<file path="config.mk">
export PLATFORM = sky130hd
export DESIGN_NAME = muldiv_sequencer
export DESIGN_NICKNAME = d
export VERILOG_FILES = /design/src/rtl/muldiv_sequencer_pkg.sv /design/src/rtl/muldiv_step.sv /design/src/rtl/muldiv_sequencer.sv
export SDC_FILE = /design/constraint.sdc
export NUM_CORES = 1
export LEC_CHECK = 0
export BUFFER_PORTS_ARGS = -buffer_cell sky130_fd_sc_hd__buf_2
export CAP_MARGIN = 10
export CORE_MARGIN = 2
export CORE_UTILIZATION = 30
export CTS_BUF_LIST = sky130_fd_sc_hd__clkbuf_16
export DETAILED_ROUTE_END_ITERATION = 8
export GPL_TIMING_DRIVEN = 0
export PLACE_DENSITY_LB_ADDON = 0.3
export SETUP_SLACK_MARGIN = 0.15
export SYNTH_ARGS = -nofsm -noshare
export SYNTH_HDL_FRONTEND = slang
export SYNTH_SLANG_ARGS = --single-unit
</file>
<file path="constraint.sdc">
create_clock -name clk -period 4.9 [get_ports clk]
set_input_delay 0.245 -clock clk [delete_from_list [all_inputs] [get_ports clk]]
set_output_delay 0.245 -clock clk [all_outputs]
set_load 0.03 [all_outputs]
</file>
<file path="src/rtl/muldiv_sequencer_pkg.sv">
// Shared op codes, FSM states and decode helpers for the HI/LO multiply/divide sequencer.
package muldiv_sequencer_pkg;

    localparam logic [2:0] md_mult  = 3'd0;
    localparam logic [2:0] md_multu = 3'd1;
    localparam logic [2:0] md_div   = 3'd2;
    localparam logic [2:0] md_divu  = 3'd3;
    localparam logic [2:0] md_mthi  = 3'd4;
    localparam logic [2:0] md_mtlo  = 3'd5;

    typedef enum logic [1:0] {
        md_idle  = 2'd0,
        md_iter  = 2'd1,
        md_fixup = 2'd2
    } md_state_t;

    // True for the ops that run the 34-cycle iterative sequence.
    function automatic logic is_iterative(input logic [2:0] op);
        return (op == md_mult) || (op == md_multu) || (op == md_div) || (op == md_divu);
    endfunction

    function automatic logic is_signed_op(input logic [2:0] op);
        return (op == md_mult) || (op == md_div);
    endfunction

    function automatic logic is_div_op(input logic [2:0] op);
        return (op == md_div) || (op == md_divu);
    endfunction

endpackage

</file>
<file path="src/rtl/muldiv_step.sv">
// One radix-2 iteration: shift-add for multiply, restoring shift-subtract for divide,
// both on the same adder with two guard bits.
module muldiv_step #(
    parameter int WIDTH = 32
) (
    input  logic             mode_div,
    input  logic [WIDTH-1:0] acc,
    input  logic [WIDTH-1:0] q,
    input  logic [WIDTH-1:0] operand,
    output logic [WIDTH-1:0] acc_next,
    output logic [WIDTH-1:0] q_next
);
    logic [WIDTH+1:0] lhs;
    logic [WIDTH+1:0] rhs;
    logic [WIDTH+1:0] sum;

    always_comb begin
        if (mode_div) begin
            // Partial remainder shifted left with the next dividend bit; subtract the divisor.
            lhs = {1'b0, acc, q[WIDTH-1]};
            rhs = ~{2'b00, operand};
            sum = lhs + rhs + {{(WIDTH+1){1'b0}}, 1'b1};
            if (!sum[WIDTH+1]) begin
                acc_next = sum[WIDTH-1:0];
                q_next   = {q[WIDTH-2:0], 1'b1};
            end else begin
                acc_next = lhs[WIDTH-1:0];
                q_next   = {q[WIDTH-2:0], 1'b0};
            end
        end else begin
            lhs      = {2'b00, acc};
            rhs      = q[0] ? {2'b00, operand} : '0;
            sum      = lhs + rhs;
            acc_next = sum[WIDTH:1];
            q_next   = {sum[0], q[WIDTH-1:1]};
        end
    end

endmodule

</file>
<file path="src/rtl/muldiv_sequencer.sv">
// Iterative HI/LO multiply/divide unit: latches magnitudes, runs WIDTH steps,
// then applies sign fixup and writes HI/LO in a final cycle.
module muldiv_sequencer
    import muldiv_sequencer_pkg::*;
#(
    parameter int WIDTH = 32,
    parameter int CNT_W = 5
) (
    input  logic             clk,
    input  logic             reset_n,
    input  logic             start,
    input  logic [2:0]       op,
    input  logic [WIDTH-1:0] A,
    input  logic [WIDTH-1:0] B,
    input  logic             flush,
    output logic             busy,
    output logic             done,
    output logic [WIDTH-1:0] hi,
    output logic [WIDTH-1:0] lo
);
    md_state_t        state_reg;
    logic [CNT_W-1:0] cnt_reg;
    logic [WIDTH-1:0] acc_reg;
    logic [WIDTH-1:0] q_reg;
    logic [WIDTH-1:0] opnd_reg;
    logic             div_reg;
    logic             sign_a_reg;
    logic             sign_b_reg;
    logic [WIDTH-1:0] hi_reg;
    logic [WIDTH-1:0] lo_reg;
    logic             busy_reg;
    logic             done_reg;

    logic [WIDTH-1:0] acc_next;
    logic [WIDTH-1:0] q_next;
    logic [WIDTH-1:0] hi_next;
    logic [WIDTH-1:0] lo_next;
    logic             sa_in;
    logic             sb_in;
    logic [WIDTH-1:0] mag_a;
    logic [WIDTH-1:0] mag_b;
    logic [2*WIDTH-1:0] prod;
    logic [2*WIDTH-1:0] prod_neg;

    muldiv_step #(.WIDTH(WIDTH)) u_step (
        .mode_div (div_reg),
        .acc      (acc_reg),
        .q        (q_reg),
        .operand  (opnd_reg),
        .acc_next (acc_next),
        .q_next   (q_next)
    );

    // Magnitudes of the incoming operands; INT_MIN maps to its unsigned value.
    always_comb begin
        sa_in = is_signed_op(op) && A[WIDTH-1];
        sb_in = is_signed_op(op) && B[WIDTH-1];
        mag_a = sa_in ? (~A + 1'b1) : A;
        mag_b = sb_in ? (~B + 1'b1) : B;
    end

    // Sign fixup; a zero divisor leaves the remainder equal to the original A.
    always_comb begin
        prod     = {acc_reg, q_reg};
        prod_neg = ~prod + 1'b1;
        if (div_reg) begin
            lo_next = (sign_a_reg ^ sign_b_reg) ? (~q_reg + 1'b1) : q_reg;
            hi_next = sign_a_reg ? (~acc_reg + 1'b1) : acc_reg;
            if (opnd_reg == '0) begin
                lo_next = '1;
            end
        end else begin
            {hi_next, lo_next} = (sign_a_reg ^ sign_b_reg) ? prod_neg : prod;
        end
    end

    always_ff @(posedge clk or negedge reset_n) begin
        if (!reset_n) begin
            state_reg  <= md_idle;
            cnt_reg    <= '0;
            acc_reg    <= '0;
            q_reg      <= '0;
            opnd_reg   <= '0;
            div_reg    <= 1'b0;
            sign_a_reg <= 1'b0;
            sign_b_reg <= 1'b0;
            hi_reg     <= '0;
            lo_reg     <= '0;
            busy_reg   <= 1'b0;
            done_reg   <= 1'b0;
        end else begin
            done_reg <= 1'b0;
            if (flush) begin
                state_reg <= md_idle;
                busy_reg  <= 1'b0;
            end else begin
                case (state_reg)
                    md_idle: begin
                        if (start && is_iterative(op)) begin
                            state_reg  <= md_iter;
                            busy_reg   <= 1'b1;
                            cnt_reg    <= '1;
                            acc_reg    <= '0;
                            div_reg    <= is_div_op(op);
                            sign_a_reg <= sa_in;
                            sign_b_reg <= sb_in;
                            q_reg      <= is_div_op(op) ? mag_a : mag_b;
                            opnd_reg   <= is_div_op(op) ? mag_b : mag_a;
                        end else if (start && op == md_mthi) begin
                            hi_reg <= A;
                        end else if (start && op == md_mtlo) begin
                            lo_reg <= A;
                        end
                    end
                    md_iter: begin
                        acc_reg <= acc_next;
                        q_reg   <= q_next;
                        if (cnt_reg == '0) begin
                            state_reg <= md_fixup;
                        end else begin
                            cnt_reg <= cnt_reg - CNT_W'(1);
                        end
                    end
                    md_fixup: begin
                        hi_reg    <= hi_next;
                        lo_reg    <= lo_next;
                        done_reg  <= 1'b1;
                        busy_reg  <= 1'b0;
                        state_reg <= md_idle;
                    end
                    default: begin
                        state_reg <= md_idle;
                        busy_reg  <= 1'b0;
                    end
                endcase
            end
        end
    end

    assign busy = busy_reg;
    assign done = done_reg;
    assign hi   = hi_reg;
    assign lo   = lo_reg;

endmodule
</file>
* After elaboration in Yosys (flattened, before gate mapping)
Cells that the tools add are included.
Storage, ports and cells: flip-flop bits (word level) 172, output and inout port bits 66
Cells by class: add/sub/neg operators 9, equality and inequality tests 16, mux-type cells 38, bitwise gates (word level) 8, reduce and logical (&&, ||, !) cells 23
Operators by type and width (count):
- 32-bit 2-to-1 mux | 20
- 32-bit case mux with 2 select lines | 4
- 32-bit by 1-bit adder with 32-bit output (second input constant) | 4
- 32-bit inverter | 4
- 64-bit by 1-bit adder with 64-bit output (second input constant) | 1
- 64-bit 2-to-1 mux | 1
- 64-bit inverter | 1
- 33-bit by 34-bit adder with 34-bit output | 1
- 34-bit by 1-bit adder with 34-bit output (second input constant) | 1
- 32-bit inverter with 34-bit output | 1
- 32-bit by 33-bit adder with 33-bit output | 1
- 32-bit logical NOT | 1
- 2-bit != test (second input constant) | 7
- 5-bit 2-to-1 mux | 2
- 5-bit case mux with 2 select lines | 1
- 4-bit AND reduction | 2
- 3-bit by 2-bit equality test with 1-bit output (second input constant) | 2
- 3-bit equality test (second input constant) | 2
- 2-bit 2-to-1 mux | 3
- 3-bit != test (second input constant) | 2
- 3-bit AND reduction | 2
- 1-bit logical AND | 5
- 5-bit logical NOT | 1
- 1-bit logical OR | 5
- other kinds (14) | 20

* Depth between registers and ports, before layout
word-level depth 8, depth in mapped cells 14, gate-level depth less buffers 13

* Cells and area by module
A second synthesis with hierarchy kept.
Second synthesis, totals: cell total of the unflattened synthesis 1960, area, all modules 15671.3 um^2
Modules (own cells, without submodules):
- muldiv_sequencer | instances 1, cells each 1283, area an instance 10906.7 um^2, seq. area each 4304.1 um^2
- muldiv_step | instances 1, cells each 677, area an instance 4764.6 um^2, seq. area each 0.0 um^2

* Least setup slack after synthesis
No wires, ideal clock.
path kind reg-to-reg, from reg q_reg[0], to reg acc_reg[29], setup time 0.133 ns, arrival 3.170 ns, data required time 4.767 ns, setup slack 1.597 ns, cell stages (with the launch flop) 14, clock period less this slack 3.303 ns, cell sequence dfrtp_1 > inv_1 > clkbuf_1 > nor2_1 > ha_1 > a211oi_1 > o21ai_0 > a211o_1 > a31o_2 > a221o_1 > a311oi_1 > o21bai_1 > xnor2_1 > o21ai_0
On the way: cells in the longest elaborated chain, start to end 4
Ends and longest elaborated chain:
- start: declaration | RTL line muldiv_sequencer.sv:24 | logic [WIDTH-1:0] q_reg;
- start signal: assignment | RTL line muldiv_sequencer.sv:107 | q_reg <= is_div_op(op) ? mag_a : mag_b;
- start signal: assignment | RTL line muldiv_sequencer.sv:117 | q_reg <= q_next;
- 32-bit 2-to-1 mux | RTL line muldiv_step.sv:32 | rhs = q[0] ? {2'b00, operand} : '0;
- 32-bit by 33-bit adder with 33-bit output | RTL line muldiv_step.sv:33 | sum = lhs + rhs;
- 32-bit 2-to-1 mux | RTL line muldiv_step.sv:18 | if (mode_div) begin
- 32-bit case mux with 2 select lines | RTL line muldiv_sequencer.sv:97 | case (state_reg)
- end signal: assignment | RTL line muldiv_sequencer.sv:116 | acc_reg <= acc_next;
- end: declaration | RTL line muldiv_sequencer.sv:23 | logic [WIDTH-1:0] acc_reg;
Every way passes these cells. A chain may end at the register's enable or synchronous reset.

* Final worst setup path
from reg acc_reg[5], to reg q_reg[0]
On the way: cells in the longest elaborated chain, start to end 5
Ends and longest elaborated chain:
- 33-bit by 34-bit adder with 34-bit output | RTL line muldiv_step.sv:22 | sum = lhs + rhs + {{(WIDTH+1){1'b0}}, 1'b1};
- 34-bit by 1-bit adder with 34-bit output | RTL line muldiv_step.sv:22
- 1-bit 2-to-1 mux | RTL line muldiv_step.sv:23 | if (!sum[WIDTH+1]) begin
- 32-bit 2-to-1 mux | RTL line muldiv_step.sv:18
- 32-bit case mux with 2 select lines | RTL line muldiv_sequencer.sv:97
Every way passes these cells.

==> reports/metrics.csv <==
metric,value,unit
status,completed,
CTS sink count,172,
global route overflow,0,
CP startpoint kind,flip-flop,
post-synth top area cell,dfrtp_1,
Finished Layout Cells,2765,
post-synthesis register bit count,172,
global-route wire length before repair,95.5,mm
met3 usage in global routing,5.34,%
Antenna Nets Post-Route,0,
measured slew at the worst slew-check pin,1.09,ns
final design instance area without fill,17100,µm²
grt peak-use layer,met2,
initial core utilization,30.5,%
die width,227,µm
# rows,81,
Mapped Area,15000,µm²
GR Layer Usage met1,34.8,%
antenna violations before repair,1,
WP data required,5.22,ns
Fin. Hold Viols,0,
Post-CTS Setup Inserts,0,
clk root buf,clkbuf_16,
clk slew on worst S/H paths,0.07,ns
number of vias after detailed routing,15900,
leakage,7.36,nW
setup violators final,0,
Synth top cells by count,"nand2_1, nor2_1, o21ai_0",
clk buf depth,2,
"Seq/Total Area, Yosys",28.8,%
IO buf count,133,
CP Capture Type,flip-flop,
PD cells,519,nW/µm²
Setup CP Type,reg -> reg,
Post-Syn Instances,1934,
post-place instance area,16500,µm²
diode count,0,
Netlist cell types,79,
setup TNS,0,ns
post-synth net total,2077,
max-slew violation count,0,
TritonCTS Buffers,17,
most common cell in the netlist,nand2_1,
RSZ-0062 raised after global routing,false,
ys async rst share,100,%
Worst Path Max Fanout,10,
GR Util met2,37.9,%
Post-synth EDFFs,0,
synth top area cells,"dfrtp_1, o21ai_0, ha_1, nand2_1, xnor2_1",
WP data arrival,4.86,ns
clk_skew,0.0120,ns
Total GRT Usage,24.8,%
Final HPWL DP,51.3,mm
Avg Synthesized Cell Area,7.74,µm²
placed insts,2732,
io pins,137,
first-pass iteration count of the detailed router,7,
Starting DRT DRC Count,1633,
total wire length,64.3,mm
die area,51700,µm²
maximum vdd drop,0.273,mV
largest net degree at the start of global routing,109,
TritonCTS clock tree,yes,
worst hold-check path type,in -> reg,
routed len/inst,23.2,µm
vias in the first global route,15100,
Tmin final,4.54,ns
Placer Congestion,0.963,
post-synth top area share,28.8,%
Area Growth Syn to Fin,14.1,%
post-route DRC violation count,0,
Die Y,227,µm
Worst slew margin,26.5,%
worst hold slack after final layout,0.107,ns
clk_lat worst skew,0.46,ns
highest attainable clock frequency,220,MHz
layout cells sized above 1,9.09,%
vias per inst,5.74,
nets@finish,2231,
YS warnings,0,
# H-tree levels,4,
Max Cap Viol,0,
dominant synthesized flop cell,dfrtp_1,
core footprint,49100,µm²
Total Power,8.87,mW
period utilization,92.7,%
==> worst max-delay path, stage by stage, from the launching register on <==
cell and delay [ns]:
dfrtp_1 0.65, ha_1 0.38, a21oi_1 0.27, o311ai_0 0.38, o31a_1 0.45, a21oi_1 0.43, o21ba_2 0.26, clkbuf_1 0.35
clkbuf_1 0.73, a211oi_1 0.22, o21ai_0 0.19, o21ai_0 0.10
==> per-layer routing <==
| metal | routed length (µm) | vias up |
|---|---|---|
| met5 | 13 | - |
| met4 | 1910 | 2 |
| met3 | 5630 | 101 |
| met2 | 27900 | 761 |
| met1 | 28800 | 7681 |
| li1 | - | 7314 |
==> repair_timing <==
item	4_1_cts	5_1_grt
hold endpoints to repair	64	0
hold buffers	1	0
resized for setup	0	3
endpoints found under the setup margin	0	4
==> cells by family after synthesis <==
family                     synth area share, %
buffers and inverters                     4.67
and+or+nand+nor                           20.4
xor gates and xnor gates                  10.1
DFF                                       28.8
AOI/OAI and AO/OA                         26.1
adders and majority gates                 6.12
muxes                                     3.85
==> final timing paths <==
path / cells after the start / slack (ns) / end / start
max reg2reg: 11 / 0.36 / q_reg[0] / acc_reg[5]
min in group asynchronous: 2 / 0.29 / lo[3] / reset_n
max: 11 / 0.36 / q_reg[0] / acc_reg[5]
min: 3 / 0.11 / hi[27] / A[27]
max in group asynchronous: 3 / 3.64 / acc_reg[25] / reset_n
min reg2reg: 2 / 0.48 / lo[24] / lo[24]
==> stage by stage <==
step | setup slack [ns] | util (%)
floorplan | 1.60 | -
global placement | 0.333 | 33.6
detailed placement | 0.382 | 33.6
CTS | 0.353 | 34.8
global route | 0.162 | 34.8
finish | 0.359 | 34.8
==> cells in the final DEF, fill, tap and decap left out, types with 58 or more instances in the layout <==
| cell | Yosys | routed |
|---|---|---|
| dfrtp_1 | 172 | 172 |
| nor2_1 | 181 | 181 |
| xnor2_1 | 97 | 97 |
| nand2_1 | 227 | 227 |
| ha_1 | 70 | 70 |
| inv_1 | 62 | 63 |
| nor3_1 | 59 | 58 |
| o21ai_0 | 177 | 177 |
| a21oi_1 | 167 | 167 |
| xor2_1 | 76 | 76 |
| clkbuf_1 | 107 | 106 |
| buf_2 | 3 | 135 |
==> layout make-up <==
class | instances | area [µm²]
inverter | 63 | 236
multi-input combinational | 1577 | 9970
fill | 5273 | 32000
tap | 664 | 831
clock buffer | 17 | 425
timing repair buffer | 135 | 713
sequential | 172 | 4300
clock inverter | 15 | 131
buffer | 122 | 463
==> power breakdown <==
| part | internal [mW] | total, mW | switching [mW] | leakage [nW] |
|---|---|---|---|---|
| logic | 1.86 | 5.21 | 3.35 | 4.95 |
| clock network | 0.669 | 1.36 | 0.695 | 0.266 |
| registers | 1.77 | 2.29 | 0.521 | 2.15 |
No activity file was read; power rests on OpenSTA's default activity.
